==> src/rtl/vedic_mul_pipe.sv <==
// Three-stage pipelined signed/unsigned multiplier built from Urdhva-Tiryagbhyam partial products.
// One beat per cycle with a single global stall when the output register is full and not taken.
module vedic_mul_pipe #(
  parameter int unsigned WIDTH = 16
) (
  input  logic               clk,
  input  logic               rst,
  input  logic               in_valid,
  output logic               in_ready,
  input  logic [WIDTH-1:0]   a,
  input  logic [WIDTH-1:0]   b,
  input  logic               is_signed,
  output logic               out_valid,
  input  logic               out_ready,
  output logic [2*WIDTH-1:0] product
);

  if (WIDTH != 4 && WIDTH != 8 && WIDTH != 16 && WIDTH != 32) begin : gen_width_check
    $error("vedic_mul_pipe: WIDTH must be 4, 8, 16 or 32");
  end

  localparam int W  = int'(WIDTH);
  localparam int H  = W / 2;        // half-operand width
  localparam int HP = 2 * H;        // half-width product width
  localparam int PW = 2 * W;        // full product width
  localparam int ND = H / 2;        // 2-bit digits per half operand
  localparam int NL = $clog2(ND);   // combine levels above the 2x2 cells

  // 2x2 cell: vertical, crosswise, vertical.
  function automatic logic [3:0] cell2(input logic [1:0] x, input logic [1:0] y);
    logic [3:0] r;
    r = {3'b000, x[0] & y[0]}
      + ({3'b000, x[1] & y[0]} << 1)
      + ({3'b000, x[0] & y[1]} << 1)
      + ({3'b000, x[1] & y[1]} << 2);
    return r;
  endfunction

  // Recursive Urdhva unrolled bottom-up: level lv merges 2x2 groups of blocks of 2<<lv bits.
  function automatic logic [HP-1:0] vedic_half(input logic [H-1:0] x, input logic [H-1:0] y);
    logic [HP-1:0] p [ND][ND];
    logic [HP-1:0] q [ND][ND];
    for (int i = 0; i < ND; i++) begin
      for (int j = 0; j < ND; j++) begin
        p[i][j] = HP'(cell2(x[2*i +: 2], y[2*j +: 2]));
      end
    end
    for (int lv = 0; lv < NL; lv++) begin
      q = p;
      for (int i = 0; i < (ND >> (lv + 1)); i++) begin
        for (int j = 0; j < (ND >> (lv + 1)); j++) begin
          q[i][j] = p[2*i][2*j]
                  + (p[2*i+1][2*j] << (2 << lv))
                  + (p[2*i][2*j+1] << (2 << lv))
                  + (p[2*i+1][2*j+1] << (4 << lv));
        end
      end
      p = q;
    end
    return p[0][0];
  endfunction

  logic             advance;
  logic             v1_q, v2_q, v3_q;
  logic [W-1:0]     ma_d, mb_d, ma_q, mb_q;
  logic             sign_d, s1_q, s2_q;
  logic [HP-1:0]    ll_d, hl_d, lh_d, hh_d;
  logic [HP-1:0]    ll_q, hl_q, lh_q, hh_q;
  logic [PW-1:0]    sum, prod_d, prod_q;

  assign advance   = ~(v3_q & ~out_ready);
  assign in_ready  = advance;
  assign out_valid = v3_q;
  assign product   = prod_q;

  // -2^(W-1) negates to itself, which read as unsigned is the correct magnitude.
  always_comb begin
    ma_d   = a;
    mb_d   = b;
    sign_d = 1'b0;
    if (is_signed) begin
      if (a[W-1]) ma_d = -a;
      if (b[W-1]) mb_d = -b;
      sign_d = a[W-1] ^ b[W-1];
    end
  end

  always_comb begin
    ll_d = vedic_half(ma_q[H-1:0], mb_q[H-1:0]);
    hl_d = vedic_half(ma_q[W-1:H], mb_q[H-1:0]);
    lh_d = vedic_half(ma_q[H-1:0], mb_q[W-1:H]);
    hh_d = vedic_half(ma_q[W-1:H], mb_q[W-1:H]);
  end

  always_comb begin
    sum    = PW'(ll_q) + (PW'(hl_q) << H) + (PW'(lh_q) << H) + (PW'(hh_q) << W);
    prod_d = s2_q ? -sum : sum;
  end

  always_ff @(posedge clk or posedge rst) begin
    if (rst) begin
      v1_q <= 1'b0;
      v2_q <= 1'b0;
      v3_q <= 1'b0;
    end else if (advance) begin
      v1_q <= in_valid;
      v2_q <= v1_q;
      v3_q <= v2_q;
    end
  end

  always_ff @(posedge clk or posedge rst) begin
    if (rst) begin
      ma_q   <= '0;
      mb_q   <= '0;
      s1_q   <= 1'b0;
      ll_q   <= '0;
      hl_q   <= '0;
      lh_q   <= '0;
      hh_q   <= '0;
      s2_q   <= 1'b0;
      prod_q <= '0;
    end else if (advance) begin
      ma_q   <= ma_d;
      mb_q   <= mb_d;
      s1_q   <= sign_d;
      ll_q   <= ll_d;
      hl_q   <= hl_d;
      lh_q   <= lh_d;
      hh_q   <= hh_d;
      s2_q   <= s1_q;
      prod_q <= prod_d;
    end
  end

endmodule

==> config.mk <==
export PLATFORM = sky130hd
export DESIGN_NAME = vedic_mul_pipe
export DESIGN_NICKNAME = d
export VERILOG_FILES = /design/src/rtl/vedic_mul_pipe.sv
export SDC_FILE = /design/constraint.sdc
export NUM_CORES = 1
export LEC_CHECK = 0
export ABC_AREA = 1
export CAP_MARGIN = 10
export CORE_ASPECT_RATIO = 0.8
export CORE_MARGIN = 4
export CORE_UTILIZATION = 45
export DETAILED_ROUTE_END_ITERATION = 8
export PLACE_DENSITY = 0.73
export RECOVER_POWER = 25
export SKIP_LAST_GASP = 1
export SYNTH_ARGS = -nofsm -noshare
export SYNTH_HDL_FRONTEND = slang
export SYNTH_SLANG_ARGS = --single-unit
==> constraint.sdc <==
create_clock -name clk -period 5.33 [get_ports clk]
set_input_delay 0.7995 -clock clk [delete_from_list [all_inputs] [get_ports clk]]
set_output_delay 0.7995 -clock clk [all_outputs]
set_load 0.02 [all_outputs]
After elaboration in Yosys (flattened, before gate mapping)
Index checks and enable logic that the tools add are counted.
{"block": "word_totals", "inputBits": 37, "regBits": 133, "wordCells": 536, "output_inout_bits": 34}
{"block": "op_classes", "addsub": 258, "n_bitwise": 260, "n_mux": 6}
{"operator": "$and A1 B1 Y1", "count": 257}
{"operator": "$add A4 B3 Y4", "count": 64}
{"operator": "$add A3 B2 Y4", "count": 52}
{"operator": "$add A1 B2 Y3", "count": 64}
{"operator": "$add A4 B6 Y7", "count": 16}
{"operator": "$add A7 B6 Y8", "count": 12}
{"operator": "$add A8 B8 Y9", "count": 9}
{"operator": "$add A16 B16 Y16", "count": 4}
{"operator": "$mux W16", "count": 4}
{"operator": "$add A4 B2 Y4", "count": 12}
{"operator": "$add A15 B16 Y16", "count": 2}
{"operator": "$add A16 B13 Y16", "count": 2}
{"operator": "$add A32 B24 Y32", "count": 1}
{"operator": "$add A32 B32 Y32", "count": 1}
{"operator": "$add A8 B8 Y8", "count": 4}
{"operator": "$mux W32", "count": 1}
{"operator": "$neg A16 Y16", "count": 2}
{"operator": "$neg A32 Y32", "count": 1}
{"operator": "$add A14 B13 Y15", "count": 2}
{"operator": "$add A9 B13 Y14", "count": 2}
{"operator": "$add A16 B24 Y25", "count": 1}
{"operator": "$add A12 B6 Y12", "count": 2}
{"operator": "$add A12 B8 Y12", "count": 2}
{"operator": "$add A16 B6 Y16", "count": 1}
{"operator": "5 further kinds", "count": 6}

Longest topological paths before layout
{"block": "logic_depth", "depth_word": 10, "depth_mapped": 32, "mapped_depth_nobuf": 31}

Least setup slack after synthesis
Ideal clock, no wire load.
{"block": "synth_path", "path_kind": "reg2reg", "startpoint": "reg mb_q[13]", "endpoint": "reg hh_q[15]", "setup_time_ns": 0.117, "period_less_slack_ns": 5.893, "path_buffers": 2, "path_stages_with_launch": 32, "required_ns": 5.213, "path_slack_ns": -0.563, "arrival_ns": 5.775, "cell_sequence": "dfrtp_1 -> clkbuf_1 -> clkbuf_1 -> nand2_1 -> inv_1 -> ha_1 -> ha_1 -> ha_1 -> fa_1 -> xnor2_1 -> fa_1 -> inv_1 -> fa_1 -> inv_1 -> fa_1 -> inv_1 -> ha_1 -> ha_1 -> ha_1 -> a21oi_1 -> nand2_1 -> nand2_1 -> nand2_1 -> a21oi_1 -> nor2_1 -> nor2_1 -> o21bai_1 -> nand2_1 -> nand2_1 -> or2_2 -> nand3_1 -> nand2_1"}
{"block": "synth_between", "elab_chain_cells": 8, "elab_cells_between_ends": 24, "cone_classes": "add/sub: 16; bitwise: 8"}
{"element": "start, declared", "line": "65", "rtl": "logic [W-1:0] ma_d, mb_d, ma_q, mb_q;"}
{"element": "start signal, assigned", "line": "125", "rtl": "mb_q <= mb_d;"}
{"element": "$and A1 B1 Y1", "line": "34", "rtl": "+ ({3'b000, x[0] & y[1]} << 1)"}
{"element": "$add A4 B2 Y4", "line": "34"}
{"element": "$add A4 B3 Y4", "line": "35", "rtl": "+ ({3'b000, x[1] & y[1]} << 2);"}
{"element": "$add A4 B6 Y7", "line": "53", "rtl": "+ (p[2*i+1][2*j] << (2 << lv))"}
{"element": "$add A12 B6 Y12", "line": "54", "rtl": "+ (p[2*i][2*j+1] << (2 << lv))"}
{"element": "$add A12 B8 Y12", "line": "55", "rtl": "+ (p[2*i+1][2*j+1] << (4 << lv));"}
{"element": "$add A16 B16 Y16", "line": "54"}
{"element": "$add A16 B16 Y16 *", "line": "55"}
{"element": "end signal, assigned", "line": "130", "rtl": "hh_q <= hh_d;"}
{"element": "end, declared", "line": "68", "rtl": "logic [HP-1:0] ll_q, hl_q, lh_q, hh_q;"}
Mark *: on every way between the ends. The rest lies on a longest branch, timed or not.
A chain may end at the register's enable or synchronous reset.

Final worst setup path
Ends and elaborated chain as after synthesis.

==> impl_metrics.yaml <==
synth:
  syn_inst: 2777
  synth_mux_area_share_pct: 0
  yosysSeqAreaShare_pct: 16.7
  syn-cell-area_mm2: 0.0199
  avgSynthCellArea_um2: 7.16
  ys_types: 50
  synthXorXnorAreaFrac_pct: 5.50
  synth_top_family_by_area: "adder cells"
  ys.flop_type: "dfrtp_1"
  synthAdderAreaFrac_pct: 33.9
  synth_edf_count: 0
  synth-async-reset-ratio_pct: 100
  synth_seq_cells: 133
  yosysWarningCount: 0
  synth_compound_area_share_pct: 7.97
  synth_simple_gate_area_share_pct: 22.1
  syn_nets: 3281
critical_path:
  end_kind: "flop"
  critPathSlowestCell: "fa_2"
  rrSetupSlack_ps: -40
  reg2regPathDepth: 29
  arrival_ps: 5690
  critical_path_class: "flop to flop"
  critPathRequiredTime_ps: 5650
  crit_fanout: 7
  cp-endpoint: "hh_q[15]"
  critPathLaunchType: "flop"
  r2r-end: "hh_q[15]"
  slowest_delay_ps: 530
  critPathLaunch: "mb_q[13]"
  critical_path.most_common_cell: "ha_4"
  reg2reg_from: "mb_q[13]"
clock_tree:
  clk_latency_ps: 440
  ctsHoldBuffers: 0
  clkSinkCount: 133
  cts_made_buffers: 17
  root_buffer: "clkbuf_16"
  path_clk_slew_ps: 70
  htreeDepth: 4
  cts_buffer_depth: 2
  cts_tree: "built"
global_route:
  grt_overflow: 0
  grt_usage_pct: 21.1
  antenna_found_initial: 0
  grt_pass1_wl_um: 84000
  grt_max_degree: 101
  grt_pass1_vias: 17442
place:
  dp_hpwl_um: 40900
  gp_congestion: 0.943
  io_buffer_count: 70
timing:
  post-route-period-util_pct: 101
  post-route-min-period_ps: 5370
  rsz0062_at_grt: "yes"
  finalSetupViolCount: 2
  clock.fmax_mhz: 186
  hold_violations: 0
  hold_ws_ps: 450
  worst_slew_pin_slew_ps: 3150
  fin_ws_ps: -38.5
  final_max_slew_viol_count: 82
  maxSlewHeadroom_pct: -110
  finClkSkew_ps: 11.7
layout:
  fillers: 4016
  layout_common_cells: "713 x nand2_1, 598 x inv_1, 302 x ha_1"
  syn2layout_area_growth_pct: 16.9
  post-route-util_pct: 53.5
  antennaDiodeCount: 0
  final_common_cell: "nand2_1"
  drive_above_1_share_pct: 12.3
  nNetsFinal: 3382
route:
  avgRoutedWirePerCell_um: 14.8
  drt_first_pass_iters: 5
  ant_nets: 0
  drc: 0
  routed_wl_um: 51200
  drt_iter0_drc: 944
  vias: 17474
  avgViaCountPerCell: 5.06
die:
  start_util_pct: 45.8
  die_w_um: 243
  die-area_mm2: 0.0476
  placementRows: 68
  fp.dieH_um: 196
  io_pins: 71
  coreArea_mm2: 0.0434
worst_hold_path:
  hp-start: "v2_q"
  hold_path_class: "flop to flop"
outcome:
  violations: "max-capacitance violations, max-slew violations, negative setup slack"
  status: "complete, but fails checks"
flow_run:
  drv_cap: 1
flip-flops by register name, summed over array words and instances, names as in the netlist:
register,count
out_valid,1
s1_q,1
v2_q,1
mb_q,16
hh_q,16
hl_q,16
lh_q,16
ma_q,16
s2_q,1
v1_q,1
product,32
ll_q,16
timing repair:
item,in CTS,in global routing
setup endpoints to repair,4,32
setup buffers,16,16
pin swaps,24,57
resized for setup,18,125
worst min path at each step:
stage / end / slack (ps) / depth (start not counted)
3_3_place_gp: out_valid / 430 / 2
2_1_floorplan: out_valid / 420 / 2
5_1_grt: out_valid / 500 / 2
3_5_place_dp: out_valid / 440 / 2
6_report: out_valid / 450 / 2
4_1_cts: out_valid / 450 / 2
final cells by class:
class / count / area (um^2) / area share, %
clock buffer: 17 / 425 / 1.83
clock inverter: 15 / 203 / 0.872
inverter: 615 / 2310 / 9.95
sequential: 133 / 3340 / 14.4
tap: 560 / 701 / 3.02
multi-input combinational: 1930 / 14600 / 63.0
timing repair buffer: 181 / 1610 / 6.92
cell usage after synthesis (3+ instances only):
master	number	area (um^2)
buf_6	3	33.8
or2_2	17	106
ha_1	347	4340
dfrtp_1	133	3330
inv_1	610	2290
o31ai_1	7	52.6
nor2_2	10	62.6
nor3_1	20	100
a21o_1	4	30.0
a21oi_1	96	480
nor2_4	4	45.0
xor2_1	87	762
o21ai_1	7	35.0
nor2_1	114	428
xnor2_1	36	315
o21bai_1	3	22.5
clkbuf_1	91	342
o21ai_0	133	666
o22ai_1	3	18.8
nand2_2	29	181
nand2_4	3	33.8
fa_1	120	2400
o2111ai_1	7	61.3
inv_2	3	11.3
o221ai_1	3	26.3
a31oi_1	20	125
nand3_2	6	60.1
nand3_1	103	515
nand2_1	720	2700
nand4_1	11	68.8
through the flow:
step | worst slack (ps) | instances | setup TNS [ps] | cell area, um^2
detailed placement | -227 | 3388 | -565 | 21700
global route | -276 | 3451 | -1150 | 23200
global placement | -95.1 | 3388 | -138 | 21700
CTS | -25.8 | 3436 | -32.4 | 22500
finish | -38.5 | 3451 | -71.3 | 23200
floorplan | -22.5 | 2777 | -22.5 | 20100
cell families (layout without fill, tap and decap cells):
logic type | count (synthesis) | in the layout
AND/OR/NAND/NOR | 1048 | 1048
AO/OA/AOI/OAI | 291 | 291
XOR/XNOR | 124 | 124
flip-flops | 133 | 133
buffers and inverters | 714 | 828
adder cells (fa/ha/maj) | 467 | 467
routing by layer:
| layer | routed length (um) | GRT usage, % | up-vias | part of all wire, % |
|---|---|---|---|---|
| li1 | - | - | 8739 | - |
| met1 | 23500 | 28.4 | 8300 | 46 |
| met2 | 24500 | 36.1 | 352 | 48 |
| met3 | 2170 | 2.86 | 83 | 4.2 |
| met4 | 1100 | 5.15 | 0 | 2.1 |
| met5 | 0 | 0 | - | 0 |
worst max-delay path: cells and delay by family, from the launching register on:
kind	cells	cell delay (ps)
adders and majority gates	10	3150
and+or+nand+nor	11	980
DFF	1	450
AOI/OAI and AO/OA	3	350
buffers and inverters	4	180
xor gates and xnor gates	1	150
Power is left out: the tool's default activity adds up to more than one toggle a clock period on the data nets, which glitch-free logic cannot reach.
